### src/rtl/rs_age_sel.sv
// Reservation station with CDB wakeup, dispatch bypass and oldest-first issue.
// Entries carry an age rank; the issuable entry with the highest rank is presented.
module rs_age_sel #(
  parameter int RS_SZ     = 8,
  parameter int TAG_W     = 6,
  parameter int PAYLOAD_W = 64,
  parameter int CDB_N     = 2
) (
  input  logic                       clock,
  input  logic                       reset,
  input  logic                       flush,
  input  logic [CDB_N-1:0]           cdb_valid,
  input  logic [CDB_N*TAG_W-1:0]     cdb_tag,
  input  logic                       in_en,
  input  logic [TAG_W-1:0]           in_src1_tag,
  input  logic [TAG_W-1:0]           in_src2_tag,
  input  logic                       in_src1_rdy,
  input  logic                       in_src2_rdy,
  input  logic [TAG_W-1:0]           in_dest_tag,
  input  logic [PAYLOAD_W-1:0]       in_payload,
  output logic                       issue_valid,
  input  logic                       issue_ready,
  output logic [TAG_W-1:0]           issue_dest_tag,
  output logic [PAYLOAD_W-1:0]       issue_payload,
  output logic                       full,
  output logic [$clog2(RS_SZ):0]     free_cnt
);

  localparam int IDX_W = $clog2(RS_SZ);
  localparam int CNT_W = IDX_W + 1;

  logic [RS_SZ-1:0]     valid;
  logic [RS_SZ-1:0]     src1_rdy;
  logic [RS_SZ-1:0]     src2_rdy;
  logic [TAG_W-1:0]     src1_tag [RS_SZ];
  logic [TAG_W-1:0]     src2_tag [RS_SZ];
  logic [TAG_W-1:0]     dest_tag [RS_SZ];
  logic [PAYLOAD_W-1:0] payload  [RS_SZ];
  logic [IDX_W-1:0]     age      [RS_SZ];

  logic [RS_SZ-1:0] wake1, wake2;
  logic             byp1, byp2;
  logic [CNT_W-1:0] free_cnt_c;
  logic [IDX_W-1:0] free_idx;
  logic             free_found;
  logic [IDX_W-1:0] sel_idx;
  logic [IDX_W-1:0] sel_age;
  logic             sel_any;
  logic             fire;
  logic             disp;

  function automatic logic cdb_hit(input logic [TAG_W-1:0]       t,
                                   input logic [CDB_N-1:0]       v,
                                   input logic [CDB_N*TAG_W-1:0] tags);
    logic hit;
    hit = 1'b0;
    for (int k = 0; k < CDB_N; k++)
      if (v[k] && tags[k*TAG_W +: TAG_W] == t) hit = 1'b1;
    return hit;
  endfunction

  always_comb begin
    wake1 = '0;
    wake2 = '0;
    for (int i = 0; i < RS_SZ; i++) begin
      wake1[i] = cdb_hit(src1_tag[i], cdb_valid, cdb_tag);
      wake2[i] = cdb_hit(src2_tag[i], cdb_valid, cdb_tag);
    end
    byp1 = in_src1_rdy || cdb_hit(in_src1_tag, cdb_valid, cdb_tag);
    byp2 = in_src2_rdy || cdb_hit(in_src2_tag, cdb_valid, cdb_tag);
  end

  always_comb begin
    free_cnt_c = '0;
    free_idx   = '0;
    free_found = 1'b0;
    for (int i = 0; i < RS_SZ; i++) begin
      if (!valid[i]) begin
        free_cnt_c = free_cnt_c + CNT_W'(1);
        if (!free_found) begin
          free_idx   = IDX_W'(i);
          free_found = 1'b1;
        end
      end
    end
  end

  // Ages of valid entries are unique, so a strict compare picks exactly one.
  always_comb begin
    sel_idx = '0;
    sel_age = '0;
    sel_any = 1'b0;
    for (int i = 0; i < RS_SZ; i++) begin
      if (valid[i] && src1_rdy[i] && src2_rdy[i] && (!sel_any || age[i] > sel_age)) begin
        sel_idx = IDX_W'(i);
        sel_age = age[i];
        sel_any = 1'b1;
      end
    end
  end

  assign free_cnt       = free_cnt_c;
  assign full           = (free_cnt_c == '0);
  assign issue_valid    = sel_any;
  assign issue_dest_tag = dest_tag[sel_idx];
  assign issue_payload  = payload[sel_idx];
  assign fire           = sel_any && issue_ready;
  assign disp           = in_en && !full && !flush;

  // Age is kept as the rank among valid entries: entries older than the issued
  // one close the gap, so ranks stay below RS_SZ no matter how long one waits.
  always_ff @(posedge clock or posedge reset) begin
    if (reset) begin
      valid    <= '0;
      src1_rdy <= '0;
      src2_rdy <= '0;
      for (int i = 0; i < RS_SZ; i++) begin
        src1_tag[i] <= '0;
        src2_tag[i] <= '0;
        dest_tag[i] <= '0;
        payload[i]  <= '0;
        age[i]      <= '0;
      end
    end else begin
      for (int i = 0; i < RS_SZ; i++) begin
        if (flush) begin
          valid[i] <= 1'b0;
        end else if (disp && free_idx == IDX_W'(i)) begin
          valid[i]    <= 1'b1;
          src1_tag[i] <= in_src1_tag;
          src2_tag[i] <= in_src2_tag;
          src1_rdy[i] <= byp1;
          src2_rdy[i] <= byp2;
          dest_tag[i] <= in_dest_tag;
          payload[i]  <= in_payload;
          age[i]      <= '0;
        end else if (valid[i]) begin
          if (fire && sel_idx == IDX_W'(i)) begin
            valid[i] <= 1'b0;
          end else begin
            if (wake1[i]) src1_rdy[i] <= 1'b1;
            if (wake2[i]) src2_rdy[i] <= 1'b1;
            age[i] <= age[i] + IDX_W'(disp) - IDX_W'(fire && (age[i] > sel_age));
          end
        end
      end
    end
  end

endmodule

### config.mk
export PLATFORM = sky130hd
export DESIGN_NAME = rs_age_sel
export DESIGN_NICKNAME = d
export VERILOG_FILES = /design/src/rtl/rs_age_sel.sv
export SDC_FILE = /design/constraint.sdc
export NUM_CORES = 2
export LEC_CHECK = 0
export CAP_MARGIN = 10
export CORE_AREA = 4 4 344 278
export DETAILED_ROUTE_END_ITERATION = 10
export DIE_AREA = 0 0 348 282
export HOLD_SLACK_MARGIN = 0.12
export PLACE_DENSITY = 0.56
export RECOVER_POWER = 100
export SLEW_MARGIN = 25
export SYNTH_ARGS = -nofsm -noshare
export SYNTH_HDL_FRONTEND = slang
export SYNTH_SLANG_ARGS = --single-unit
export TNS_END_PERCENT = 20
### constraint.sdc
create_clock -name clock -period 29.9 [get_ports clock]
set_input_delay 5.98 -clock clock [delete_from_list [all_inputs] [get_ports clock]]
set_output_delay 5.98 -clock clock [all_outputs]
set_load 0.05 [all_outputs]
# Word level (Yosys, flattened, before mapping)
# Cells that the tools add are included.
dict set report op_classes {
  add_sub_neg 23
  n_mul 0
  div 0
  order_cmp 16
  n_eq_ne 58
  n_shift 0
  mux 214
  bitwise 2
  reduce_logical 163
}
# operator n
set op_table {}
lappend op_table {{$eq A6 B6 Y1} 36}
lappend op_table {{$bmux W64 S3} 1}
lappend op_table {{$mux W1} 151}
lappend op_table {{$mux W3} 50}
lappend op_table {{$mux W64} 2}
lappend op_table {{$logic_and A1 B1 Y1} 86}
lappend op_table {{$reduce_and A4 Y1} 16}
lappend op_table {{$reduce_bool A2 Y1} 24}
lappend op_table {{$gt A3 B3 Y1} 15}
lappend op_table {{$add A4 B1 Y4 const B} 7}
lappend op_table {{$mux W4} 7}
lappend op_table {{$add A3 B1 Y3} 8}
lappend op_table {{$eq A3 B3 Y1 const B} 8}
lappend op_table {{$reduce_and A3 Y1} 8}
lappend op_table {{$sub A3 B1 Y3} 8}
lappend op_table {{$bmux W6 S3} 1}
lappend op_table {{$ne A2 B2 Y1 const B} 8}
lappend op_table {{$reduce_and A2 Y1} 8}
lappend op_table {{$eq A3 B2 Y1 const B} 4}
lappend op_table {{$mux W6} 2}
lappend op_table {{$logic_not A1 Y1} 9}
lappend op_table {{$logic_or A1 B1 Y1} 9}
lappend op_table {{$eq A3 B1 Y1 const B} 2}
lappend op_table {{$logic_not A3 Y1} 2}
lappend op_table {{4 further kinds} 4}
dict set report totals {
  ff_bits 704
  latchBits 0
  ram_bits 0
  rom_bits 0
  input_bits 103
  output_inout_bits 76
  word_cells 533
  mem_count 0
}

# Depth between registers and ports, before layout
dict set report logic_depth {
  depth_word 37
  depth_mapped 73
  mapped_depth_nobuf 66
}

# Worst setup path after synthesis
# No wires, ideal clock.
dict set report synth_timing {
  kind {reg2out}
  from {reg valid[0]}
  to {out issue_payload[62]}
  t_arrival_ps 11707
  required_time_ps 23920
  slack_ps 12213
  path_stages_with_launch 57
  path_buffers 7
  cell_sequence {dfrtp_1 > and3_1 > nand2_1 > ha_1 > and3b_1 > o21ai_0 > a21oi_1 > a22oi_1 > ha_1 > and3b_1 > o21ai_1 > a21o_1 > mux2_2 > ha_1 > and3_1 > a211oi_1 > a31o_2 > buf_2 > [... 21 more ...] > o2111ai_1 > o21ai_1 > buf_2 > buf_2 > nor2_1 > a21oi_1 > ha_1 > nor2b_1 > a2bb2oi_1 > o21ai_0 > o31a_1 > o31a_1 > o21ai_2 > buf_2 > a211oi_2 > clkbuf_1 > nand2_1 > a31oi_1}
}
dict set report synth_between {
  elab_chain_len 35
  elab_cells_between_ends 55
  cone_classes {order compare (7); mux (24); bitwise (1); reduce/logical (23)}
}
# item line
set synth_lines {}
lappend synth_lines {{start, declared} 32} ;# logic [RS_SZ-1:0] valid;
lappend synth_lines {{start signal, assigned} 114} ;# valid <= '0;
lappend synth_lines {{start signal, assigned by index} 127} ;# valid[i] <= 1'b0;
lappend synth_lines {{start signal, assigned by index} 129} ;# valid[i] <= 1'b1;
lappend synth_lines {{$logic_and A1 B1 Y1 (*) (2 in a row)} 94} ;# if (valid[i] && src1_rdy[i] && src2_rdy[i] && (!sel_any || age[i] > sel_age)) begin
lappend synth_lines {{$mux W3 or $mux W1 (tied branches)} 94}
lappend synth_lines {{$gt A3 B3 Y1 or $logic_not A1 Y1 (tied branches)} 94}
lappend synth_lines {{$logic_or A1 B1 Y1} 94}
lappend synth_lines {{$logic_and A1 B1 Y1} 94}
lappend synth_lines {{$mux W3 or $mux W1 (tied branches)} 94}
lappend synth_lines {{$gt A3 B3 Y1 or $logic_not A1 Y1 (tied branches)} 94}
lappend synth_lines {{$logic_or A1 B1 Y1} 94}
lappend synth_lines {{[... 17 more ...]} --}
lappend synth_lines {{$mux W3 or $mux W1 (tied branches)} 94}
lappend synth_lines {{$gt A3 B3 Y1 or $logic_not A1 Y1 (tied branches)} 94}
lappend synth_lines {{$logic_or A1 B1 Y1} 94}
lappend synth_lines {{$logic_and A1 B1 Y1} 94}
lappend synth_lines {{$mux W3 (*)} 94}
lappend synth_lines {{$not A3 Y4 (implied by the code) (*)} 106} ;# assign issue_payload = payload[sel_idx];
lappend synth_lines {{$bmux W64 S3 (*)} 106}
lappend synth_lines {{$mux W64 (implied by the code) (*) (2 in a row)} 106}
lappend synth_lines {{end, declared} 24} ;# output logic [PAYLOAD_W-1:0] issue_payload,
# Mark *: on every way between the ends. The rest lies on a longest branch, timed or not. The select of a mux whose other input is x is not followed.

# Worst setup path in the final report
dict set report layout_timing {
  from {reg valid[0]}
  to {out issue_payload[44]}
}
# The elaborated chain is that of the path after synthesis.

==> metrics.md <==
| Metric | Value |
|---|---|
| Number of fill cells | about 8,800 |
| # hold bufs at CTS | 0 |
| Final hold violations | 0 |
| Clk Latency, worst-skew pair | about 630 ps |
| Mapped Avg Cell Area | 10.19 um^2 |
| Final worst path period share | 84.71% |
| Peak supply drop | ~140 uV |
| Area of the core | 92,340 um^2 |
| EDFF count, synth | 0 |
| Cell variety after synth | 83 |
| DIE WIDTH | around 350 um |
| Num rows | 100 |
| Critical path endpoint | issue_payload[44] |
| Post-synth top area cell | dfrtp_1 |
| Total global-route track usage | 22.40% |
| Critical path startpoint category | flop |
| DRC errors left | 0 |
| Area fraction of the dominant cell type after synthesis | 48.12% |
| CP max FO | 73 |
| Final instance area | 41,830 um^2 |
| DR pass1 iterations | 5 |
| Crit path capture type | output port |
| R2R cell count | between 60 and 70 |
| CTS tree | done |
| CTS sink cnt | 704 |
| Crit path top cell by count | ha_1 |
| Placer Congestion | around 0.89 |
| Kind of critical path | reg2out |
| Measured slew at the worst slew-check pin | 5338 ps |
| Die height | between 200 and 300 um |
| Mapped Area | 36,610 um^2 |
| Flop2flop setup slack | 10,060 ps |
| Grt ovf | 0 |
| Remaining antenna violation count | 0 |
| Syn Nets | 3,766 |
| Data arrival time of the worst path | around 19,000 ps |
| Cell Area, Placed | between 30,000 and 40,000 um^2 |
| # IOs | 179 |
| Critical Path RT | around 24,000 ps |
| CP Launch Point | valid[0] |
| Ys flop type | dfrtp_1 |
| Synth Instances | 3,594 |
| Final Critical Period | 25,330 ps |
| Max_cap viols | 28 |
| Final wirelength | 109,900 um |
| Post-CTS resize count | 0 |
| Pwr/cell area | approximately 90 nW/um^2 |
| Min-Delay Path Class | reg2reg |
| Largest cells by area after synthesis | dfrtp_1, mux2_2, nand2_1 |
| Share of cells above drive strength 1 | 15.47% |
| DPL Wire Length | 65,030 um |
| Total CTS buffers | 78 |
| Outcome | finished, violations left |
| Initial antenna violation count | 5 |
| Htree depth | 3 |
| P_leak | approximately 0.020 uW |
| Vias in the first global route | around 28,000 |
| Post-CTS Setup Bufs | 0 |
| Vias | around 27,000 |
| Failing checks | capacitance limit, slew limit |
| Sequential share of the synthesized area | 48.12% |
| Reg clk slew, reported paths | 60 ps |
| RSZ-0062 raised after global routing | false |
| IO buf count | ~180 |
| Setup violators final | 0 |
| Per-cell routed wire length | 22.13 um |
| Layout area overhead | 14.25% |
| First-pass GRT wire length | 171,700 um |
| Register bit count reported by yosys | a little over 700 |
| Initial DRC count | 2,168 |
| Largest net degree at the start of global routing | 118 |
| CP peak stage delay | roughly 3200 ps |
| Clock Skews | 23.46 ps |
| Fraction of registers with async set/reset | 100.0% |
| Max-slew violation count | approximately 1,500 |
| Final TNS setup | 0 ps |
| Initial Util | 39.65% |
| Via density | 5.516 |
| Die area | 98,140 um^2 |
| Yosys warning count | 0 |
| Worst reg2reg endpoint | age[2] |
| Clock Path Buffers | 3 |
| Fin nets | 3,859 |
| R2R Path Start | valid[0] |
| Slew margin rel. | -257.8% |
| Critical-path top delay cell | clkbuf_1 |
| Max Freq | 0.03948 GHz |
| Root buffer cell | clkbuf_16 |
## flip-flops by register name, indices dropped and copies added, names as in the netlist
name	cells
payload	512
dest_tag	48
src1_tag	48
src2_tag	48
age	24
src1_rdy	8
src2_rdy	8
valid	8
## synth_stat cells, types with 8 or more instances
cell and count:
mux2i_1 16, nand3_1 28, a21oi_1 183, nand2b_1 77, dfrtp_1 704, buf_6 15
nand2_1 889, and3_1 12, nor3_1 8, nand4_1 38, nor2b_1 9, nor4_1 32
inv_1 62, ha_1 61, mux2_2 333, a21o_1 10, a31oi_1 9, buf_2 81
or3_1 9, fa_1 8, o21ai_0 39, a22oi_1 75, nor2_1 126, clkbuf_1 124
o221a_2 68, a2bb2oi_1 141, xor2_1 114, xnor2_1 122, mux2_1 67, buf_1 9
## metrics by stage
stage | hold slack, ps | utilization, % | worst slack, ps | instances | total power [uW]
2_1_floorplan | 430.0 | - | 4176 | 3594 | 2388
3_3_place_gp | 440.2 | 42.71 | 8527 | 4828 | 2818
3_5_place_dp | 446.1 | 42.80 | 8399 | 4831 | 2839
4_1_cts | 459.5 | 45.49 | 7703 | 4966 | 3808
5_1_grt | 474.5 | 45.30 | 3202 | 4967 | 3962
6_report | 454.8 | 45.30 | 4571 | 4967 | 3737
## worst max-delay path: cells and delay by family, from the launching register on
kind	cells	cell delay [ps]
multiplexers	1	380
flip-flops	1	440
buffers and inverters	6	6160
AND/OR/NAND/NOR	14	2620
adder cells (fa/ha/maj)	7	2350
AO/OA/AOI/OAI	27	6680
## power by group
| group | internal (uW) | switching, uW |
|---|---|---|
| clock network | 551 | 400 |
| logic | 574 | 953 |
| registers | 1140 | 117 |
| total | 2270 | 1470 |
## metal layers
layer	part of all wire, %	GRT usage [%]
met1	49	33.52
met3	5.4	3.454
met2	44	34.36
met5	0	0
met4	1.8	5.011
## worst min-delay path by stage
stage                              end         start  slack (ps)  cells past startpoint
after floorplan           dest_tag[12]  dest_tag[12]         430                      2
after global placement    payload[189]  payload[189]         440                      2
after detailed placement  payload[163]  payload[163]         450                      2
after CTS                 payload[151]  payload[151]         460                      2
after global routing      payload[137]  payload[137]         470                      2
final                     payload[189]  payload[189]         450                      2
## final cells by class
class | instances | area (um^2) | area share, %
inverter | 63 | 237.7 | 0.5683
tap | 1224 | 1531 | 3.661
multi-input combinational | 2592 | 17710 | 42.33
sequential | 704 | 17620 | 42.11
clock inverter | 18 | 177.7 | 0.4247
clock buffer | 117 | 2311 | 5.524
timing repair buffer | 248 | 2247 | 5.372
antenna | 1 | 2.502 | 0.005982
## cells by family after synthesis
logic type,count (synthesis),synth area share [%]
simple gates,1254,14.56
flops,704,48.12
compound gates,613,12.48
mux,416,12.74
buf+inv,298,3.701
xor+xnor,240,5.885
fa+ha+maj,69,2.522
## placed cells by master, fill, tap and decap left out, types with 10 or more instances in the layout
| cell | Yosys | routed |
|---|---|---|
| a21o_1 | 10 | 10 |
| a21oi_1 | 183 | 183 |
| a22oi_1 | 75 | 75 |
| a2bb2oi_1 | 141 | 141 |
| and3_1 | 12 | 12 |
| buf_4 | 6 | 35 |
| clkbuf_1 | 124 | 51 |
| clkbuf_16 | 0 | 80 |
| clkbuf_8 | 0 | 17 |
| clkdlybuf4s50_1 | 0 | 101 |
| dfrtp_1 | 704 | 704 |
| dlygate4sd3_1 | 0 | 77 |
| ha_1 | 61 | 61 |
| inv_1 | 62 | 61 |
| mux2_1 | 67 | 68 |
| mux2_2 | 333 | 332 |
| mux2i_1 | 16 | 16 |
| nand2_1 | 889 | 887 |
| nand2b_1 | 77 | 77 |
| nand3_1 | 28 | 28 |
| nand4_1 | 38 | 38 |
| nor2_1 | 126 | 124 |
| nor4_1 | 32 | 32 |
| o21ai_0 | 39 | 41 |
| o221a_2 | 68 | 68 |
| xnor2_1 | 122 | 122 |
| xor2_1 | 114 | 114 |
(Power assumes the default switching activity.)
